[src/rtl/ssd1306_pkg.sv]
// ssd1306_pkg: shared types and constants for the SSD1306 SPI receive model.
//   e_addr_mode    - GDDRAM addressing mode (HORIZ/VERT/PAGE)
//   CMD_*          - addressing command opcodes decoded by the receiver
//   cmd_arg_count  - number of argument bytes that follow a command opcode
package ssd1306_pkg;

  typedef enum logic [1:0] {
    HORIZ = 2'd0,
    VERT  = 2'd1,
    PAGE  = 2'd2
  } e_addr_mode;

  localparam logic [7:0] CMD_MODE       = 8'h20;
  localparam logic [7:0] CMD_COL_ADDR   = 8'h21;
  localparam logic [7:0] CMD_PAGE_ADDR  = 8'h22;
  localparam logic [7:0] CMD_PAGE_START = 8'hB0;

  // Argument bytes following each opcode; 0 for single-byte commands.
  function automatic logic [2:0] cmd_arg_count(input logic [7:0] cmd);
    logic [2:0] n;
    n = 3'd0;
    case (cmd)
      8'h20, 8'h81, 8'h8D, 8'hA8, 8'hD3, 8'hD5, 8'hD9, 8'hDA, 8'hDB: n = 3'd1;
      8'h21, 8'h22, 8'hA3:                                           n = 3'd2;
      8'h29, 8'h2A:                                                  n = 3'd5;
      8'h26, 8'h27:                                                  n = 3'd6;
      default:                                                       n = 3'd0;
    endcase
    return n;
  endfunction

endpackage

[src/rtl/spi_byte_deserializer.sv]
// spi_byte_deserializer: oversampled SPI slave front end.
//   clk, rst         - oversampling clock, async active-high reset
//   spi_*            - raw link inputs (csn, clk, mosi, dc, rstn)
//   rx_byte, rx_dc   - last received byte and its dc value
//   rx_stb           - one-cycle pulse when rx_byte/rx_dc update
//   panel_rstn       - synchronised panel reset (active low)
//   frame_err        - sticky framing error (only with SSD1306_RX_ERR_EN)
module spi_byte_deserializer (
  input  logic       clk,
  input  logic       rst,
  input  logic       spi_csn,
  input  logic       spi_clk,
  input  logic       spi_mosi,
  input  logic       spi_dc,
  input  logic       spi_rstn,
  output logic [7:0] rx_byte,
  output logic       rx_dc,
  output logic       rx_stb,
`ifdef SSD1306_RX_ERR_EN
  output logic       frame_err,
`endif
  output logic       panel_rstn
);

  // Bit order in the synchroniser vectors: {rstn, dc, mosi, sclk, csn}.
  localparam logic [4:0] SyncRst = 5'b00001;

  logic [4:0] sync1_q, sync2_q;
  logic       sclk_prev_q;
  logic [2:0] bit_cnt_q;
  logic [6:0] shift_q;
  logic [7:0] rx_byte_q;
  logic       rx_dc_q, rx_stb_q;

  logic csn_s, sclk_s, mosi_s, dc_s, rstn_s, rise;

  assign csn_s  = sync2_q[0];
  assign sclk_s = sync2_q[1];
  assign mosi_s = sync2_q[2];
  assign dc_s   = sync2_q[3];
  assign rstn_s = sync2_q[4];
  assign rise   = sclk_s & ~sclk_prev_q;

  always_ff @(posedge clk or posedge rst) begin
    if (rst) begin
      sync1_q     <= SyncRst;
      sync2_q     <= SyncRst;
      sclk_prev_q <= 1'b0;
      bit_cnt_q   <= 3'd0;
      shift_q     <= 7'd0;
      rx_byte_q   <= 8'd0;
      rx_dc_q     <= 1'b0;
      rx_stb_q    <= 1'b0;
    end else begin
      sync1_q     <= {spi_rstn, spi_dc, spi_mosi, spi_clk, spi_csn};
      sync2_q     <= sync1_q;
      sclk_prev_q <= sclk_s;
      rx_stb_q    <= 1'b0;
      if (!rstn_s || csn_s) begin
        bit_cnt_q <= 3'd0;
      end else if (rise) begin
        shift_q <= {shift_q[5:0], mosi_s};
        if (bit_cnt_q == 3'd7) begin
          rx_byte_q <= {shift_q, mosi_s};
          rx_dc_q   <= dc_s;
          rx_stb_q  <= 1'b1;
          bit_cnt_q <= 3'd0;
        end else begin
          bit_cnt_q <= bit_cnt_q + 3'd1;
        end
      end
    end
  end

`ifdef SSD1306_RX_ERR_EN
  logic       csn_prev_q, err_q;
  logic [1:0] gap_q;

  // gap_q counts clk_in cycles since the last detected edge, saturating at 3.
  always_ff @(posedge clk or posedge rst) begin
    if (rst) begin
      csn_prev_q <= 1'b1;
      gap_q      <= 2'd3;
      err_q      <= 1'b0;
    end else begin
      csn_prev_q <= csn_s;
      if (rise)              gap_q <= 2'd0;
      else if (gap_q != 2'd3) gap_q <= gap_q + 2'd1;
      if ((csn_s && !csn_prev_q && bit_cnt_q != 3'd0) || (rise && gap_q == 2'd0)) begin
        err_q <= 1'b1;
      end
    end
  end

  assign frame_err = err_q;
`endif

  assign rx_byte    = rx_byte_q;
  assign rx_dc      = rx_dc_q;
  assign rx_stb     = rx_stb_q;
  assign panel_rstn = rstn_s;

endmodule

[src/rtl/ssd1306_spi_receiver.sv]
// ssd1306_spi_receiver: display-side model of the SSD1306 4-wire SPI link.
// Deserialises bytes, decodes addressing commands and emits GDDRAM writes.
//   clk_in, reset_in           - oversampling clock, async active-high reset
//   spi_*_in                   - raw SPI link (csn, clk, mosi, dc, rstn)
//   byte_out/byte_is_data_out  - last received byte and its dc bit
//   byte_stb_out               - one-cycle pulse per received byte
//   gram_we_out/addr/data      - GDDRAM write port (addr = page*COLS + col)
//   frame_err_out              - sticky framing error, present only when
//                                SSD1306_RX_ERR_EN is defined
module ssd1306_spi_receiver
  import ssd1306_pkg::*;
#(
  parameter int unsigned COLS    = 128,
  parameter int unsigned PAGES   = 8,
  parameter int unsigned GRAM_AW = $clog2(COLS * PAGES)
) (
  input  logic               clk_in,
  input  logic               reset_in,
  input  logic               spi_csn_in,
  input  logic               spi_clk_in,
  input  logic               spi_mosi_in,
  input  logic               spi_dc_in,
  input  logic               spi_rstn_in,
  output logic [7:0]         byte_out,
  output logic               byte_is_data_out,
  output logic               byte_stb_out,
  output logic               gram_we_out,
  output logic [GRAM_AW-1:0] gram_addr_out,
`ifdef SSD1306_RX_ERR_EN
  output logic               frame_err_out,
`endif
  output logic [7:0]         gram_data_out
);

  localparam int unsigned CW = $clog2(COLS);
  localparam int unsigned PW = (PAGES > 1) ? $clog2(PAGES) : 1;

  typedef enum logic [0:0] {StIdle, StArgs} dec_state_e;

  logic [7:0] rx_byte;
  logic       rx_dc, rx_stb, panel_rstn;

  spi_byte_deserializer u_deser (
    .clk        (clk_in),
    .rst        (reset_in),
    .spi_csn    (spi_csn_in),
    .spi_clk    (spi_clk_in),
    .spi_mosi   (spi_mosi_in),
    .spi_dc     (spi_dc_in),
    .spi_rstn   (spi_rstn_in),
    .rx_byte    (rx_byte),
    .rx_dc      (rx_dc),
    .rx_stb     (rx_stb),
`ifdef SSD1306_RX_ERR_EN
    .frame_err  (frame_err_out),
`endif
    .panel_rstn (panel_rstn)
  );

  dec_state_e    state_q, state_d;
  logic [2:0]    args_left_q, args_left_d, arg_idx_q, arg_idx_d;
  logic [7:0]    cmd_q, cmd_d;
  e_addr_mode    mode_q, mode_d;
  logic [CW-1:0] col_q, col_d, col_start_q, col_start_d, col_end_q, col_end_d;
  logic [PW-1:0] page_q, page_d, page_start_q, page_start_d, page_end_q, page_end_d;
  logic          gram_we;
  logic [7:0]    col_ext;

  function automatic logic [CW-1:0] clip_col(input logic [7:0] v);
    return (int'(v) >= COLS) ? CW'(COLS - 1) : CW'(v);
  endfunction

  function automatic logic [PW-1:0] clip_page(input logic [7:0] v);
    return (int'(v) >= PAGES) ? PW'(PAGES - 1) : PW'(v);
  endfunction

  function automatic logic [CW-1:0] inc_col(input logic [CW-1:0] c);
    return (int'(c) >= COLS - 1) ? '0 : c + CW'(1);
  endfunction

  function automatic logic [PW-1:0] inc_page(input logic [PW-1:0] p);
    return (int'(p) >= PAGES - 1) ? '0 : p + PW'(1);
  endfunction

  always_comb begin
    state_d      = state_q;
    args_left_d  = args_left_q;
    arg_idx_d    = arg_idx_q;
    cmd_d        = cmd_q;
    mode_d       = mode_q;
    col_d        = col_q;
    col_start_d  = col_start_q;
    col_end_d    = col_end_q;
    page_d       = page_q;
    page_start_d = page_start_q;
    page_end_d   = page_end_q;
    gram_we      = 1'b0;
    col_ext      = 8'(col_q);

    if (rx_stb) begin
      if (rx_dc) begin
        // Data always lands in GDDRAM; it also abandons any pending arguments.
        gram_we = 1'b1;
        state_d = StIdle;
        unique case (mode_q)
          HORIZ: begin
            if (col_q == col_end_q) begin
              col_d  = col_start_q;
              page_d = (page_q == page_end_q) ? page_start_q : inc_page(page_q);
            end else begin
              col_d = inc_col(col_q);
            end
          end
          VERT: begin
            if (page_q == page_end_q) begin
              page_d = page_start_q;
              col_d  = (col_q == col_end_q) ? col_start_q : inc_col(col_q);
            end else begin
              page_d = inc_page(page_q);
            end
          end
          PAGE:    col_d = inc_col(col_q);
          default: ;
        endcase
      end else if (state_q == StArgs) begin
        args_left_d = args_left_q - 3'd1;
        arg_idx_d   = arg_idx_q + 3'd1;
        if (args_left_q == 3'd1) state_d = StIdle;
        case (cmd_q)
          CMD_MODE: if (rx_byte[1:0] != 2'd3) mode_d = e_addr_mode'(rx_byte[1:0]);
          CMD_COL_ADDR: begin
            if (arg_idx_q == 3'd0) begin
              col_start_d = clip_col(rx_byte);
              col_d       = clip_col(rx_byte);
            end else if (arg_idx_q == 3'd1) begin
              col_end_d = clip_col(rx_byte);
            end
          end
          CMD_PAGE_ADDR: begin
            if (arg_idx_q == 3'd0) begin
              page_start_d = clip_page(rx_byte);
              page_d       = clip_page(rx_byte);
            end else if (arg_idx_q == 3'd1) begin
              page_end_d = clip_page(rx_byte);
            end
          end
          default: ;
        endcase
      end else if (cmd_arg_count(rx_byte) != 3'd0) begin
        state_d     = StArgs;
        args_left_d = cmd_arg_count(rx_byte);
        arg_idx_d   = 3'd0;
        cmd_d       = rx_byte;
      end else if (rx_byte[7:4] == 4'h0) begin
        // Nibble writes build an 8-bit column that wraps modulo COLS.
        if (mode_q == PAGE) col_d = CW'(int'({col_ext[7:4], rx_byte[3:0]}) % COLS);
      end else if (rx_byte[7:4] == 4'h1) begin
        if (mode_q == PAGE) col_d = CW'(int'({rx_byte[3:0], col_ext[3:0]}) % COLS);
      end else if (rx_byte[7:4] == CMD_PAGE_START[7:4] && int'(rx_byte[3:0]) < PAGES) begin
        page_d = PW'(rx_byte[3:0]);
      end
    end

    // Panel reset holds the decoder at its reset state and blocks writes.
    if (!panel_rstn) begin
      state_d      = StIdle;
      args_left_d  = 3'd0;
      arg_idx_d    = 3'd0;
      cmd_d        = 8'd0;
      mode_d       = PAGE;
      col_d        = '0;
      col_start_d  = '0;
      col_end_d    = CW'(COLS - 1);
      page_d       = '0;
      page_start_d = '0;
      page_end_d   = PW'(PAGES - 1);
      gram_we      = 1'b0;
    end
  end

  always_ff @(posedge clk_in or posedge reset_in) begin
    if (reset_in) begin
      state_q      <= StIdle;
      args_left_q  <= 3'd0;
      arg_idx_q    <= 3'd0;
      cmd_q        <= 8'd0;
      mode_q       <= PAGE;
      col_q        <= '0;
      col_start_q  <= '0;
      col_end_q    <= CW'(COLS - 1);
      page_q       <= '0;
      page_start_q <= '0;
      page_end_q   <= PW'(PAGES - 1);
    end else begin
      state_q      <= state_d;
      args_left_q  <= args_left_d;
      arg_idx_q    <= arg_idx_d;
      cmd_q        <= cmd_d;
      mode_q       <= mode_d;
      col_q        <= col_d;
      col_start_q  <= col_start_d;
      col_end_q    <= col_end_d;
      page_q       <= page_d;
      page_start_q <= page_start_d;
      page_end_q   <= page_end_d;
    end
  end

  assign byte_out         = rx_byte;
  assign byte_is_data_out = rx_dc;
  assign byte_stb_out     = rx_stb;
  assign gram_we_out      = gram_we;
  assign gram_data_out    = rx_byte;
  assign gram_addr_out    = GRAM_AW'(page_q) * GRAM_AW'(COLS) + GRAM_AW'(col_q);

endmodule
[config.mk]
export PLATFORM = sky130hd
export DESIGN_NAME = ssd1306_spi_receiver
export DESIGN_NICKNAME = d
export VERILOG_FILES = /design/src/rtl/ssd1306_pkg.sv /design/src/rtl/spi_byte_deserializer.sv /design/src/rtl/ssd1306_spi_receiver.sv
export SDC_FILE = /design/constraint.sdc
export NUM_CORES = 1
export LEC_CHECK = 0
export BUFFER_PORTS_ARGS = -buffer_cell sky130_fd_sc_hd__buf_2
export CORE_ASPECT_RATIO = 1.25
export CORE_MARGIN = 5
export CORE_UTILIZATION = 52
export DETAILED_ROUTE_END_ITERATION = 8
export GPL_ROUTABILITY_DRIVEN = 0
export GPL_TIMING_DRIVEN = 0
export PLACE_DENSITY = 0.71
export SLEW_MARGIN = 20
export SYNTH_ARGS = -nofsm -noshare
export SYNTH_HDL_FRONTEND = slang
export SYNTH_SLANG_ARGS = --single-unit
[constraint.sdc]
create_clock -name clk_in -period 5.63 [get_ports clk_in]
set_input_delay 0.563 -clock clk_in [delete_from_list [all_inputs] [get_ports clk_in]]
set_output_delay 0.563 -clock clk_in [all_outputs]
set_load 0.02 [all_outputs]
* Word-level counts from Yosys, hierarchy flattened *
Cells that the tools add are included.

cells by class
  bitwise operators = 3
  div/mod/pow operators = 0
  multiplexer cells = 93
  multiply operators = 0
  reduce and logical (&&, ||, !) cells = 24
  $lt $le $gt $ge = 5
  shift operators = 0
  eq/ne operators = 56
  $add $sub $neg = 6

operator list
  kind                 number
  $mux 7               25
  $mux 3               41
  $eq 8x6->1 const B   10
  $eq 8x8->1 const B   9
  $ne 4x4->1 const B   13
  $mux 8               5
  $ne 2x2->1 const B   13
  $pmux 7 s3           1
  $reduce_and 9->1     2
  $reduce_and 5->1     3
  $mux 1               12
  $mux 2               6
  $pmux 3 s4           1
  $reduce_and 6->1     2
  $add 10x7->10        1
  $add 3x1->3 const B  3
  $reduce_or 9->1      1
  $ge 8x4->1 const B   1
  $ge 8x8->1 const B   1
  $reduce_and 8->1     1
  $add 7x1->7 const B  1
  $eq 7x7->1           1
  $ge 7x7->1 const B   1
  $eq 3x1->1 const B   2
  other kinds (28)     31

word-level totals
  RAM bits = 0
  bits in registers = 78
  bits in latches = 0
  memories = 0
  output and inout port bits = 29
  bits of input ports = 7
  ROM bits = 0
  word-level logic and storage cells = 207

* Depth between registers and ports, before layout *
  depth after elaboration = 12
  gate-level depth with buffers = 8

* Modules after synthesis *
From an unflattened synthesis, not the netlist that was laid out.

unflattened totals
  cells, all modules = 462
  area, all modules = 4516.8 um^2

modules (own cells, without submodules)
  module                 cells an instance  area an instance (um^2)  times used
  ssd1306_spi_receiver   399                3390.8                   1
  spi_byte_deserializer  63                 1126.1                   1

* Worst setup path after synthesis *
No wires, ideal clock.

  kind = reg-to-reg
  start point = register col_q[0]
  end point = register col_q[1]
  clock period less this slack = 2156 ps
  setup time = 125 ps
  data required time = 5505 ps
  data arrival time = 2031 ps
  stages on the path, launching flop included = 8
  path slack = 3474 ps
  cells stage by stage = dfrtp_1 xor2_1 a2111o_1 or2_1 buf_6 and3_1 a31o_1 mux2_2

between the ends
  word-level cells in the longest chain between the ends = 8

RTL lines
  element                                           line                                                      RTL
  start, declared                                   ssd1306_spi_receiver.sv:64                                logic [CW-1:0] col_q, col_d, col_start_q, col_start_d, col_end_q, col_end_d;
  start signal, assigned                            ssd1306_spi_receiver.sv:200                               col_q <= col_d;
  $add 7x1->7 / $ge 7x7->1 (equally long branches)  ssd1306_spi_receiver.sv:78                                return (int'(c) >= COLS - 1) ? '0 : c + CW'(1);
  $mux 7                                            ssd1306_spi_receiver.sv:78
  $mux 7                                            ssd1306_spi_receiver.sv:107, ssd1306_spi_receiver.sv:117
  $mux 7                                            ssd1306_spi_receiver.sv:115                               if (page_q == page_end_q) begin
  $pmux 7 s3 *                                      ssd1306_spi_receiver.sv:105                               unique case (mode_q)
  $mux 7 *                                          ssd1306_spi_receiver.sv:101                               if (rx_dc) begin
  $mux 7 *                                          ssd1306_spi_receiver.sv:100                               if (rx_stb) begin
  $mux 7 *                                          ssd1306_spi_receiver.sv:165                               if (!panel_rstn) begin

Mark *: on every way between the ends. The rest lies on a longest branch, timed or not. The select of a mux whose other input is x is not followed.
A chain may end at the register's enable or synchronous reset.

* Worst setup path after layout *
  start point = register state_q
  end point = register col_start_q[0]

between the ends
  word-level cells in the longest chain between the ends = 2

RTL lines
  element                     line                         RTL
  start, declared             ssd1306_spi_receiver.sv:60   dec_state_e state_q, state_d;
  start signal, assigned      ssd1306_spi_receiver.sv:183  state_q <= StIdle;
  start signal, assigned      ssd1306_spi_receiver.sv:195  state_q <= state_d;
  $ne 2x2->1 (no line)        n/a
  $reduce_and 5->1 (no line)  n/a
  end signal, assigned        ssd1306_spi_receiver.sv:201  col_start_q <= col_start_d;
  end, declared               ssd1306_spi_receiver.sv:64

No other way between the ends.

==> summary.md <==
| Metric | Value |
|---|---|
| Status | finished, final reports clean |
| Crit path buffers/inverters | 2 |
| Crit path kind | reg -> reg |
| Distinct cells, synth | 67 |
| Critical path's largest stage delay | 0.68 ns |
| Setup Fix Bufs, Post-CTS | 0 |
| Max Slew Vio Count | 0 |
| Worst endpoint required time | 5.91 ns |
| Via Count | 3538 |
| Register area share after synthesis | 45.7% |
| Crit path max-delay family | compound AO/OA/AOI/OAI gates |
| Final period util | 45.4% |
| Synth cell count leaders | dfrtp_1, nand2_1, nor2_1 |
| Startpoint Class | register |
| Slew @ Worst Pin | 0.836 ns |
| Synth area leaders | dfrtp_1, dfstp_2, mux2_2, o21ai_0, nand2_1 |
| Primary FF master, synth | dfrtp_1 |
| Max Cap Viol | 0 |
| Total CTS buffers | 9 |
| Antenna diode count | 0 |
| Initial antenna violation count | 0 |
| Total die area | 10200 µm² |
| Fraction of final layout cells sized beyond drive strength 1 | around 22% |
| Layout area overhead | 12.9% |
| Worst-case clock skew | 0.00709 ns |
| Final hold violation count | 0 |
| Unrepaired setup endpoints after global routing | no |
| Pwr dens | 239 nW/µm² |
| Flops & latches, synth | 78 |
| YS warnings | 0 |
| Wire length per cell | 17.5 µm |
| Final setup fails | 0 |
| Avg Inst Size Synth | 9.66 µm² |
| Net Count, Synth | ~460 |
| Top-count cell post-synth | dfrtp_1 |
| Crit path capture type | register |
| Sink Count | between 70 and 80 |
| Die Width | 91.4 µm |
| Total leakage power | 2.19 nW |
| DRC Markers | 0 |
| Vias/cell | ~6 |
| Max stage delay cell, worst path | o21ai_0 |
| Fin Setup TNS | 0 ns |
| DRT Wirelength | around 10 mm |
| Share of Yosys cell area claimed by the top area cell type | approximately 38% |
| Fin cells | 595 |
| Worst EP arrival | 2.84 ns |
| Mapped Cells | 446 |
| Clk buf depth | 2 |
| Number of global-route vias before repair | 3537 |
| Largest net degree at the start of global routing | between 50 and 60 |
| Total grt overflow | 0 |
| VDD IR max | ~0.19 mV |
| Rel. slew slack | 43.7% |
| Mapped Area | 4310 µm² |
| Hold buffers post-CTS | 0 |
| CP dominant cell by count | o21ai_0 |
| Post-route ant nets | 0 |
| Final HPWL DP | 7.60 mm |
| CTS HTree Levels | 3 |
| TritonCTS clock tree | done |
| Fin nets | 510 |
| Hold Crit Class | in -> async |
| First-pass GRT wire length | 17.3 mm |
| DRT iter0 DRCs | between 300 and 400 |
| Crit path max fanout | 10 |
| Async set-reset flop share out of synthesis | 100% |
| Top cell type by total area after synthesis | dfrtp_1 |
| Clock insertion delay at the later pin of the skew report | roughly 0.36 ns |
| Initial core utilization | between 50% and 60% |
| Total GRT Usage | 21.0% |
| Root Buffer | clkbuf_8 |
| Core area | 8150 µm² |
| Number of flops mapped to enable cells by yosys | 0 |
| Finished Cell Area | 4870 µm² |
| Row Count | 37 |
| Cell Area, Placed | 4640 µm² |
| Worst-path cell chain | clkinv_1, nor2_1, nand3b_1, o21ai_0, clkbuf_1, o211ai_1, o21ai_0 |
| Placed cells | between 500 and 600 |
| CTS clk-pin slew, worst paths | 0.09 ns |
| Number of port buffers | 35 |
| DRT Pass-1 Iters | 5 |
| Max Fclk | between 300 and 400 MHz |
| # resized after CTS | 0 |
| Fin crit period | approximately 2.6 ns |
| Ports | 36 |
| Chip Height | 112 µm |
[registers in the layout, indices dropped and copies added (netlist names)]
signal / cells
col_q: 7
u_deser.rx_byte: 8
page_end_q: 3
page_start_q: 3
arg_idx_q: 3
col_start_q: 7
page_q: 3
u_deser.bit_cnt_q: 3
args_left_q: 3
cmd_q: 8
u_deser.shift_q: 7
col_end_q: 7
u_deser.sync2_q: 5
mode_q: 2
u_deser.rx_stb: 1
u_deser.sync1_q: 5
u_deser.sclk_prev_q: 1
state_q: 1
u_deser.rx_dc: 1
[worst paths after layout]
path                               startpoint                  to  cells after the start  slack, ns
setup reg to reg                      state_q      col_start_q[0]                      7       3.07
setup / recovery                      state_q      col_start_q[0]                      7       3.07
hold / removal                       reset_in            cmd_q[7]                      2       0.18
min in group clk_in                spi_csn_in  u_deser.sync1_q[0]                      1       0.30
hold reg to reg            u_deser.sync1_q[4]  u_deser.sync2_q[4]                      0       0.35
max in group asynchronous            reset_in        col_end_q[5]                      3       4.81
[cells by family after synthesis]
kind of cell,share of synthesized area (%)
and+or+nand+nor,18.0
xor gates and xnor gates,2.44
adders and majority gates,3.14
DFF,45.7
muxes,7.55
buffers and inverters,6.53
AOI/OAI and AO/OA,16.7
[layer usage]
metal  share of wire, %  track usage [%]  vias to the layer above  wire length [µm]
li1                   -                -                     1677                 -
met3                5.6             4.26                       28               583
met4                2.9             10.1                        0               299
met2                 49             34.5                      127              5070
met1                 43             26.4                     1706              4450
met5                  0                0                        -                 0
[final cells by class]
type,instances,area (µm²)
Inverter,19,73.8
Buffer,34,210
Sequential cell,78,1970
Tap cell,97,121
Timing Repair Buffer,36,203
Fill cell,718,3280
Multi-Input combinational cell,315,2060
Clock buffer,10,138
Clock inverter,6,92.6
[power breakdown]
part | internal, W | switching (W) | total [W] | leakage [nW]
Clock | 0.000265 | 0.000219 | 0.000484 | 0.110
Sequential | 0.000590 | 0.0000162 | 0.000606 | 1.02
Combinational | 0.0000289 | 0.0000424 | 0.0000713 | 1.06
[through the flow]
step	utilization (%)	setup WS, ns	power, W	hold slack, ns
finish	59.7	3.07	0.00116	0.185
detailed placement	56.9	3.15	0.000689	0.336
global route	59.7	3.02	0.00121	0.208
global placement	56.5	2.22	0.000683	0.333
CTS	59.7	3.13	0.00117	0.188
floorplan	-	3.09	0.000665	0.331
[cell usage in the layout, fill, tap and decap left out, types with 15 or more instances in the layout]
master	instances
a21oi_1	20
nand2_1	39
o21ai_0	36
dfrtp_1	65
buf_2	37
nor2_1	39
inv_1	17
mux2_2	20
clkbuf_1	15
(Power assumes the default switching activity.)
